[config.mk]
export PLATFORM = sky130hd
export DESIGN_NAME = pbus_arbiter
export DESIGN_NICKNAME = d
export VERILOG_FILES = /design/src/rtl/pbus_arbiter.sv
export SDC_FILE = /design/constraint.sdc
export NUM_CORES = 1
export LEC_CHECK = 0
export ABC_AREA = 1
export BUFFER_PORTS_ARGS = -buffer_cell sky130_fd_sc_hd__buf_4
export CAP_MARGIN = 20
export CORE_AREA = 2 2 121 123
export DETAILED_ROUTE_END_ITERATION = 8
export DIE_AREA = 0 0 123 125
export GPL_ROUTABILITY_DRIVEN = 0
export PLACE_DENSITY = 0.46
export SKIP_CTS_REPAIR_TIMING = 1
export SLEW_MARGIN = 20
export SYNTH_ARGS = -nofsm -noshare
export SYNTH_HDL_FRONTEND = slang
export SYNTH_SLANG_ARGS = --single-unit
[constraint.sdc]
create_clock -name clk_i -period 2.9 [get_ports clk_i]
set_clock_uncertainty 0.2 [all_clocks]
set_input_delay 0.435 -clock clk_i [delete_from_list [all_inputs] [get_ports clk_i]]
set_output_delay 0.435 -clock clk_i [all_outputs]
set_load 0.03 [all_outputs]
[src/rtl/pbus_arbiter.sv]
// Two-master round-robin arbiter in front of the peripheral bus switch master port.
// Registered grant, held until ack, address error, owner abandon or watchdog timeout.
module pbus_arbiter #(
   parameter int unsigned TIMEOUT = 255,
   parameter int unsigned TW      = 8
) (
   input  logic        clk_i,
   input  logic        rst_n_i,

   input  logic        m0_stb_i,
   input  logic        m0_we_i,
   input  logic [31:0] m0_adr_i,
   input  logic [31:0] m0_dat_i,
   input  logic [3:0]  m0_sel_i,
   output logic [31:0] m0_dat_o,
   output logic        m0_ack_o,
   output logic        m0_err_o,

   input  logic        m1_stb_i,
   input  logic        m1_we_i,
   input  logic [31:0] m1_adr_i,
   input  logic [31:0] m1_dat_i,
   input  logic [3:0]  m1_sel_i,
   output logic [31:0] m1_dat_o,
   output logic        m1_ack_o,
   output logic        m1_err_o,

   output logic        s_stb_o,
   output logic        s_we_o,
   output logic [31:0] s_adr_o,
   output logic [31:0] s_dat_o,
   output logic [3:0]  s_sel_o,
   input  logic [31:0] s_dat_i,
   input  logic        s_ack_i,
   input  logic        s_adr_err_i,

   output logic [1:0]  grant_o
);

   localparam int unsigned AW = 32;
   localparam int unsigned DW = 32;
   localparam int unsigned SW = 4;
   localparam logic [TW-1:0] CNT_LAST = TW'(TIMEOUT - 1);

   typedef enum logic [1:0] {
      IDLE = 2'd0,
      GNT0 = 2'd1,
      GNT1 = 2'd2,
      ERR  = 2'd3
   } state_t;

   typedef struct packed {
      logic          we;
      logic [AW-1:0] adr;
      logic [DW-1:0] dat;
      logic [SW-1:0] sel;
   } req_t;

   state_t        state_q, state_d;
   logic          last_q, last_d;
   logic [TW-1:0] cnt_q, cnt_d;
   logic          m0_err_q, m0_err_d;
   logic          m1_err_q, m1_err_d;

   logic          own;
   logic          own_stb;
   req_t          m0_req, m1_req, s_req;

   assign m0_req  = '{we: m0_we_i, adr: m0_adr_i, dat: m0_dat_i, sel: m0_sel_i};
   assign m1_req  = '{we: m1_we_i, adr: m1_adr_i, dat: m1_dat_i, sel: m1_sel_i};
   assign own     = (state_q == GNT1);
   assign own_stb = own ? m1_stb_i : m0_stb_i;

   // State, round-robin history, watchdog and error pulse registers
   always_ff @(posedge clk_i or negedge rst_n_i) begin
      if (!rst_n_i) begin
         state_q  <= IDLE;
         last_q   <= 1'b1;
         cnt_q    <= '0;
         m0_err_q <= 1'b0;
         m1_err_q <= 1'b0;
      end else begin
         state_q  <= state_d;
         last_q   <= last_d;
         cnt_q    <= cnt_d;
         m0_err_q <= m0_err_d;
         m1_err_q <= m1_err_d;
      end
   end

   // Next-state: arbitration in IDLE, prioritised termination in GNTx
   always_comb begin
      state_d  = state_q;
      last_d   = last_q;
      cnt_d    = '0;
      m0_err_d = 1'b0;
      m1_err_d = 1'b0;
      unique case (state_q)
         IDLE: begin
            if (m0_stb_i && m1_stb_i) begin
               state_d = last_q ? GNT0 : GNT1;
            end else if (m0_stb_i) begin
               state_d = GNT0;
            end else if (m1_stb_i) begin
               state_d = GNT1;
            end
         end
         GNT0, GNT1: begin
            cnt_d = cnt_q + TW'(1);
            if (s_ack_i) begin
               state_d = IDLE;
               last_d  = own;
            end else if (s_adr_err_i && own_stb) begin
               state_d  = ERR;
               last_d   = own;
               m0_err_d = !own;
               m1_err_d = own;
            end else if (!own_stb) begin
               state_d = IDLE;
               last_d  = own;
            end else if (cnt_q == CNT_LAST) begin
               state_d  = ERR;
               last_d   = own;
               m0_err_d = !own;
               m1_err_d = own;
            end
         end
         ERR: begin
            state_d = IDLE;
         end
         default: begin
            state_d = IDLE;
         end
      endcase
   end

   // Bus steering: only the owner reaches the switch, and only while granted
   always_comb begin
      s_req    = '0;
      s_stb_o  = 1'b0;
      m0_ack_o = 1'b0;
      m1_ack_o = 1'b0;
      m0_dat_o = '0;
      m1_dat_o = '0;
      unique case (state_q)
         GNT0: begin
            s_req    = m0_req;
            s_stb_o  = m0_stb_i;
            m0_ack_o = s_ack_i;
            m0_dat_o = s_dat_i;
         end
         GNT1: begin
            s_req    = m1_req;
            s_stb_o  = m1_stb_i;
            m1_ack_o = s_ack_i;
            m1_dat_o = s_dat_i;
         end
         default: begin
            s_req = '0;
         end
      endcase
   end

   assign s_we_o   = s_req.we;
   assign s_adr_o  = s_req.adr;
   assign s_dat_o  = s_req.dat;
   assign s_sel_o  = s_req.sel;
   assign m0_err_o = m0_err_q;
   assign m1_err_o = m1_err_q;
   assign grant_o  = {state_q == GNT1, state_q == GNT0};

endmodule

==> impl_metrics.env, run 1 <==
export IMPL_drt_pre_antenna_iters=4
export IMPL_globalRoute_totalOverflow=0
export IMPL_slew_violations=0
export IMPL_top_layer="met4"
export IMPL_rsz0062_at_grt="false"
export IMPL_area_delta_synth_final_pct=107.7
export IMPL_synth_area_leaders="nand2_1 (35%), dfrtp_1 (13%), inv_1 (12%)"
export IMPL_finalSetupViolCount=0
export IMPL_p_comb_frac=0.878
export IMPL_syn_avg_cell_area_sq_um=5.144
export IMPL_finalHoldViolCount=0
export IMPL_wirelength_microns=12330
export IMPL_async_flop_share=1.000
export IMPL_netlist_area_sq_um=2397
export IMPL_cp_data_arrival_time_ns=2.06
export IMPL_hold_end="m0_err_o"
export IMPL_cts_max_level=1
export IMPL_worstHoldStart="s_adr_err_i"
export IMPL_met3WireLength_microns=1000
export IMPL_cap_violations=0
export IMPL_io_buffers=315
export IMPL_p_per_area_nw_per_um2=839.9
export IMPL_synth_area_leader_cell="nand2_1"
export IMPL_cts_tree="built"
export IMPL_path_class="reg2out"
export IMPL_p_int_uw=1652
export IMPL_ios=316
export IMPL_synth_warnings=0
export IMPL_met1Wirelength_microns=4745
export IMPL_ys_ff_latch=13
export IMPL_crit_fanout=59
export IMPL_die_area_sq_um=15380
export IMPL_synthMostInstantiatedCell="nand2_1"
export IMPL_synth_ff_type="dfrtp_1"
export IMPL_clockRootBuffer="clkbuf_16"
export IMPL_met2_wirelength_microns=6331
export IMPL_seqPwrFrac=0.059
export IMPL_drtIter0Drc=191
export IMPL_ant_nets=0
export IMPL_worstReg2RegEnd="state_q[1]"
export IMPL_whs_path_depth=3
export IMPL_placementRows=44
export IMPL_status="finished clean"
export IMPL_dpl_hpwl_microns=10150
export IMPL_die_h_microns=125
export IMPL_p_clk_frac=0.063
export IMPL_cellLeakagePower_uw=0.002980
export IMPL_clock_fmax_ghz=0.3709
export IMPL_synth_top_area_frac=0.3523
export IMPL_drcViolationCount=0
export IMPL_cts_buffer_depth=2
export IMPL_wire_per_inst_microns=13.04
export IMPL_ff2ff_path_depth=9
export IMPL_worst_slew_pin_slew_ns=0.3588
export IMPL_ys_seq_area_frac=0.1362
export IMPL_period_minus_slack_ns=2.696
export IMPL_drive_above_1_share=0.4665
export IMPL_fin_cells=945
export IMPL_fin_setup_tns_ns=0
export IMPL_synth_edf_count=0
export IMPL_antenna_cells=0
export IMPL_initial_core_util=0.1688
export IMPL_slew_headroom=0.7608
export IMPL_routed_via_density=4.031
export IMPL_worstPathRequired_ns=2.27
export IMPL_cp_start_kind="flop"
export IMPL_synth_commonest_cells="nand2_1 (225), inv_1 (79), a21oi_1 (56)"
export IMPL_regToRegStartpoint="state_q[0]"
export IMPL_placed_cells=940
export IMPL_grt_usage=0.1480
export IMPL_num_vias=3809
export IMPL_power_switching_uw=2530
export IMPL_endpoint_kind="primary output"
export IMPL_switching_share=0.6050
export IMPL_first_global_vias=3678
export IMPL_hold_path_class="in2reg"
export IMPL_nets=944
export IMPL_coreArea_sq_um=14200
export IMPL_clock_sinks=13
export IMPL_grt_antenna_before_repair=0
export IMPL_yosys_cell_types_count=25
export IMPL_grt_max_degree=60
export IMPL_die_w_microns=123
export IMPL_grt_pass1_wl_microns=18440
export IMPL_numCtsBuffers=3
export IMPL_fin_crit_sh=0.9296
export IMPL_synth_nets=648
export IMPL_insertion_delay_ns=0.24
export IMPL_clk_pin_slew_ns=0.04
export IMPL_r2r_slack_ns=0.89
export IMPL_ir_drop_uv=505.3
export IMPL_synth_cells=466
-- cell type report --
| cell class | instances | area (sq um) |
|---|---|---|
| clock buffer | 4 | 78.83 |
| fill | 1541 | 9224 |
| inverter | 81 | 304.0 |
| multi-input combinational | 340 | 1575 |
| sequential | 13 | 326.6 |
| tap | 184 | 230.2 |
| timing repair buffer | 323 | 2465 |
-- worst max path at each step --
| stage | start | to | slack (ns) |
|---|---|---|---|
| 2_1_floorplan | state_q[1] | s_adr_o[0] | 0.45 |
| 6_report | state_q[1] | s_adr_o[18] | 0.20 |
| 5_1_grt | state_q[1] | s_adr_o[18] | 0.07 |
| 3_5_place_dp | state_q[1] | s_adr_o[18] | 0.48 |
| 3_3_place_gp | state_q[1] | s_adr_o[18] | 0.51 |
| 4_1_cts | state_q[1] | s_adr_o[18] | 0.21 |
-- kinds of logic (layout without fill, tap and decap cells) --
kind of cell	after synthesis	count (layout)	synth area share
compound gates	81	81	0.1983
fa+ha+maj	6	6	0.03131
buf+inv	113	408	0.2171
flops	13	13	0.1362
simple gates	253	253	0.4170
-- layer usage --
metal  GRT usage  vias up
li1            -     1978
met1      0.1712     1652
met2      0.2785      163
met3     0.02464       16
met4     0.03476        0
met5           0        -
-- worst max-delay path, stage by stage, from the launching register on --
cell and delay [ns]:
dfrtp_1 0.41, inv_1 0.15, ha_4 0.38, buf_12 0.30, nand2_1 0.09, a21oi_1 0.25, buf_4 0.21
-- stage by stage --
stage / setup slack, ns / instance area [sq um] / hold WS (ns) / utilization / power, uW
finish: 0.2040 / 4980 / 0.2668 / 0.3506 / 4182
CTS: 0.2073 / 4970 / -0.1661 / 0.3499 / 4238
global route: 0.06848 / 4980 / 0.2982 / 0.3506 / 4505
floorplan: 0.4542 / 2397 / -0.06059 / - / 2703
detailed placement: 0.4837 / 4891 / 0.09246 / 0.3443 / 3965
global placement: 0.5100 / 4891 / 0.09025 / 0.3443 / 3943
-- cell usage in the layout, fill, tap and decap left out, types with 3 or more instances in the layout --
cell / Yosys / layout
ha_1: 6 / 4
dfrtp_1: 12 / 12
a21oi_2: 17 / 17
nor2_1: 10 / 10
nand2_2: 4 / 4
nand3_1: 7 / 7
buf_12: 0 / 3
buf_4: 10 / 319
o21ai_0: 4 / 4
inv_1: 79 / 79
nand2_1: 225 / 225
a21oi_1: 56 / 56
clkbuf_16: 0 / 3
-- power groups by stage --
stage | logic [uW] | registers, uW | clock network, uW
after global routing | 3980 | 254 | 274
final | 3670 | 248 | 262
after CTS | 3720 | 249 | 268
after floorplan | 2460 | 244 | 0
after detailed placement | 3710 | 251 | 0
after global placement | 3690 | 250 | 0
-- state kept, by name, summed over array words and instances, names as in the netlist --
| signal | cells |
|---|---|
| m0_err_o | 1 |
| cnt_q | 8 |
| m1_err_o | 1 |
| state_q | 2 |
| last_q | 1 |
Power figures use the tool's default switching activity.
==> run 2: changes to the inputs <==
--- a/constraint.sdc
+++ b/constraint.sdc
@@ -4,2 +4,2 @@
 set_output_delay 0.435 -clock clk_i [all_outputs]
-set_load 0.03 [all_outputs]
+set_load 0.1 [all_outputs]
==> run 2 against run 1 <==
Global-route usage rose by 1.4 points. Critical path type unchanged. Fmax fell by 1.1%. Highest routed layer unchanged. Largest cell class unchanged. Utilization rose by 5.6 points.
==> impl_metrics.env, run 2 (same netlist as run 1, synthesis figures left out) <==
export IMPL_routed_via_density=4.061
export IMPL_grt_usage=0.1616
export IMPL_drive_above_1_share=0.5386
export IMPL_status="finished clean"
export IMPL_grt_pass1_wl_microns=19990
export IMPL_finalHoldViolCount=0
export IMPL_hold_path_class="reg2reg"
export IMPL_die_h_microns=125
export IMPL_num_vias=3854
export IMPL_die_area_sq_um=15380
export IMPL_clock_sinks=13
export IMPL_worstHoldStart="last_q"
export IMPL_path_common_cell="buf_4"
export IMPL_cpPeakStageDelay_ns=0.48
export IMPL_cp_start_kind="flop"
export IMPL_drtIter0Drc=135
export IMPL_die_w_microns=123
export IMPL_cts_tree="built"
export IMPL_wirelength_microns=13500
export IMPL_fin_crit_sh=0.9403
export IMPL_numCtsBuffers=3
export IMPL_clock_fmax_ghz=0.3667
export IMPL_initial_core_util=0.1688
export IMPL_worst_slew_pin_slew_ns=0.3198
export IMPL_ios=316
export IMPL_ant_nets=0
export IMPL_slew_headroom=0.7868
export IMPL_top_regs="cnt_q: 8 flops, state_q: 2 flops"
export IMPL_area_delta_synth_final_pct=140.9
export IMPL_drt_pre_antenna_iters=4
export IMPL_regMostFlops="cnt_q"
export IMPL_ff2ff_path_depth=7
export IMPL_cp_data_arrival_time_ns=2.09
export IMPL_finalSetupViolCount=0
export IMPL_timing_critical_path_from="state_q[0]"
export IMPL_slew_violations=0
export IMPL_crit_fanout=11
export IMPL_rsz0062_at_grt="false"
export IMPL_antenna_cells=0
export IMPL_dpl_hpwl_microns=11350
export IMPL_insertion_delay_ns=0.24
export IMPL_cts_buffer_depth=2
export IMPL_grt_antenna_before_repair=0
export IMPL_cap_violations=0
export IMPL_path_class="reg2out"
export IMPL_layout_commonest_cell="buf_4"
export IMPL_worstPathRequired_ns=2.27
export IMPL_drcViolationCount=0
export IMPL_r2r_slack_ns=0.74
export IMPL_regToRegStartpoint="state_q[0]"
export IMPL_slowest_stage="ha_1"
export IMPL_io_buffers=315
export IMPL_whs_path_depth=2
export IMPL_clk_pin_slew_ns=0.05
export IMPL_wire_per_inst_microns=14.22
export IMPL_placementRows=44
export IMPL_largest_reg_flops=8
export IMPL_final_cell_mix="buf_4 (319), nand2_1 (225), inv_1 (79), a21oi_4 (68), dfrtp_1 (12)"
export IMPL_globalRoute_totalOverflow=0
export IMPL_worstPathCellList="inv_1 > ha_1 > inv_6 > buf_4 > a21oi_4 > buf_4"
export IMPL_endpoint_kind="primary output"
export IMPL_period_minus_slack_ns=2.727
export IMPL_cts_max_level=1
export IMPL_clockRootBuffer="clkbuf_16"
export IMPL_grt_max_degree=49
export IMPL_hold_ws_ns=0.2726
export IMPL_worstReg2RegEnd="m0_err_o"
export IMPL_first_global_vias=3747
export IMPL_hold_end="last_q"
export IMPL_nets=948
export IMPL_coreArea_sq_um=14200
export IMPL_fin_setup_tns_ns=0
-- run 2: cell count changes in the layout (fill, tap and decap cells not counted) --
cell,delta
a21oi_2,-15
inv_6,+1
a21oi_1,-53
a21oi_4,+68
inv_2,-1
buf_12,+4
-- run 2: area by class of cell --
cell class / count / area, sq um
Tap cell: 184 / 230.2
Timing Repair Buffer: 327 / 2545
Fill cell: 1506 / 8429
Clock buffer: 4 / 78.83
Inverter: 81 / 309.0
Sequential cell: 13 / 326.6
Multi-Input combinational cell: 340 / 2285
-- run 2: worst max path at each step --
stage,endpoint,slack [ns],cells past startpoint
6_report,s_dat_o[5],0.17,6
5_1_grt,s_dat_o[5],0.06,6
4_1_cts,s_dat_o[5],0.16,6
3_5_place_dp,s_adr_o[27],0.42,6
3_3_place_gp,s_adr_o[27],0.47,6
2_1_floorplan,s_adr_o[27],0.02,5
-- run 2: through the flow --
step	utilization	std cells	cell area [sq um]	setup WS (ns)
after floorplan	-	466	3109	0.02005
after global placement	0.4003	944	5685	0.4691
after detailed placement	0.4003	944	5685	0.4218
after CTS	0.4058	948	5764	0.1561
after global routing	0.4065	949	5774	0.06210
final	0.4065	949	5774	0.1732
-- run 2: critical path, delay by kind of cell (launching register included) --
family / cells / cell delay [ns]
compound gates: 1 / 0.14
fa+ha+maj: 1 / 0.48
flops: 1 / 0.40
buf+inv: 4 / 0.80
-- run 2: layer usage --
layer / track usage / vias up / part of all wire
met5: 0 / - / 0
met4: 0.008690 / 0 / 0.0039
met3: 0.02555 / 6 / 0.067
met2: 0.3279 / 135 / 0.55
met1: 0.1796 / 1730 / 0.38
li1: - / 1983 / -
Power of run 2 is left out: the tool's default activity adds up to more than one toggle a clock period on the data nets, which glitch-free logic cannot reach.
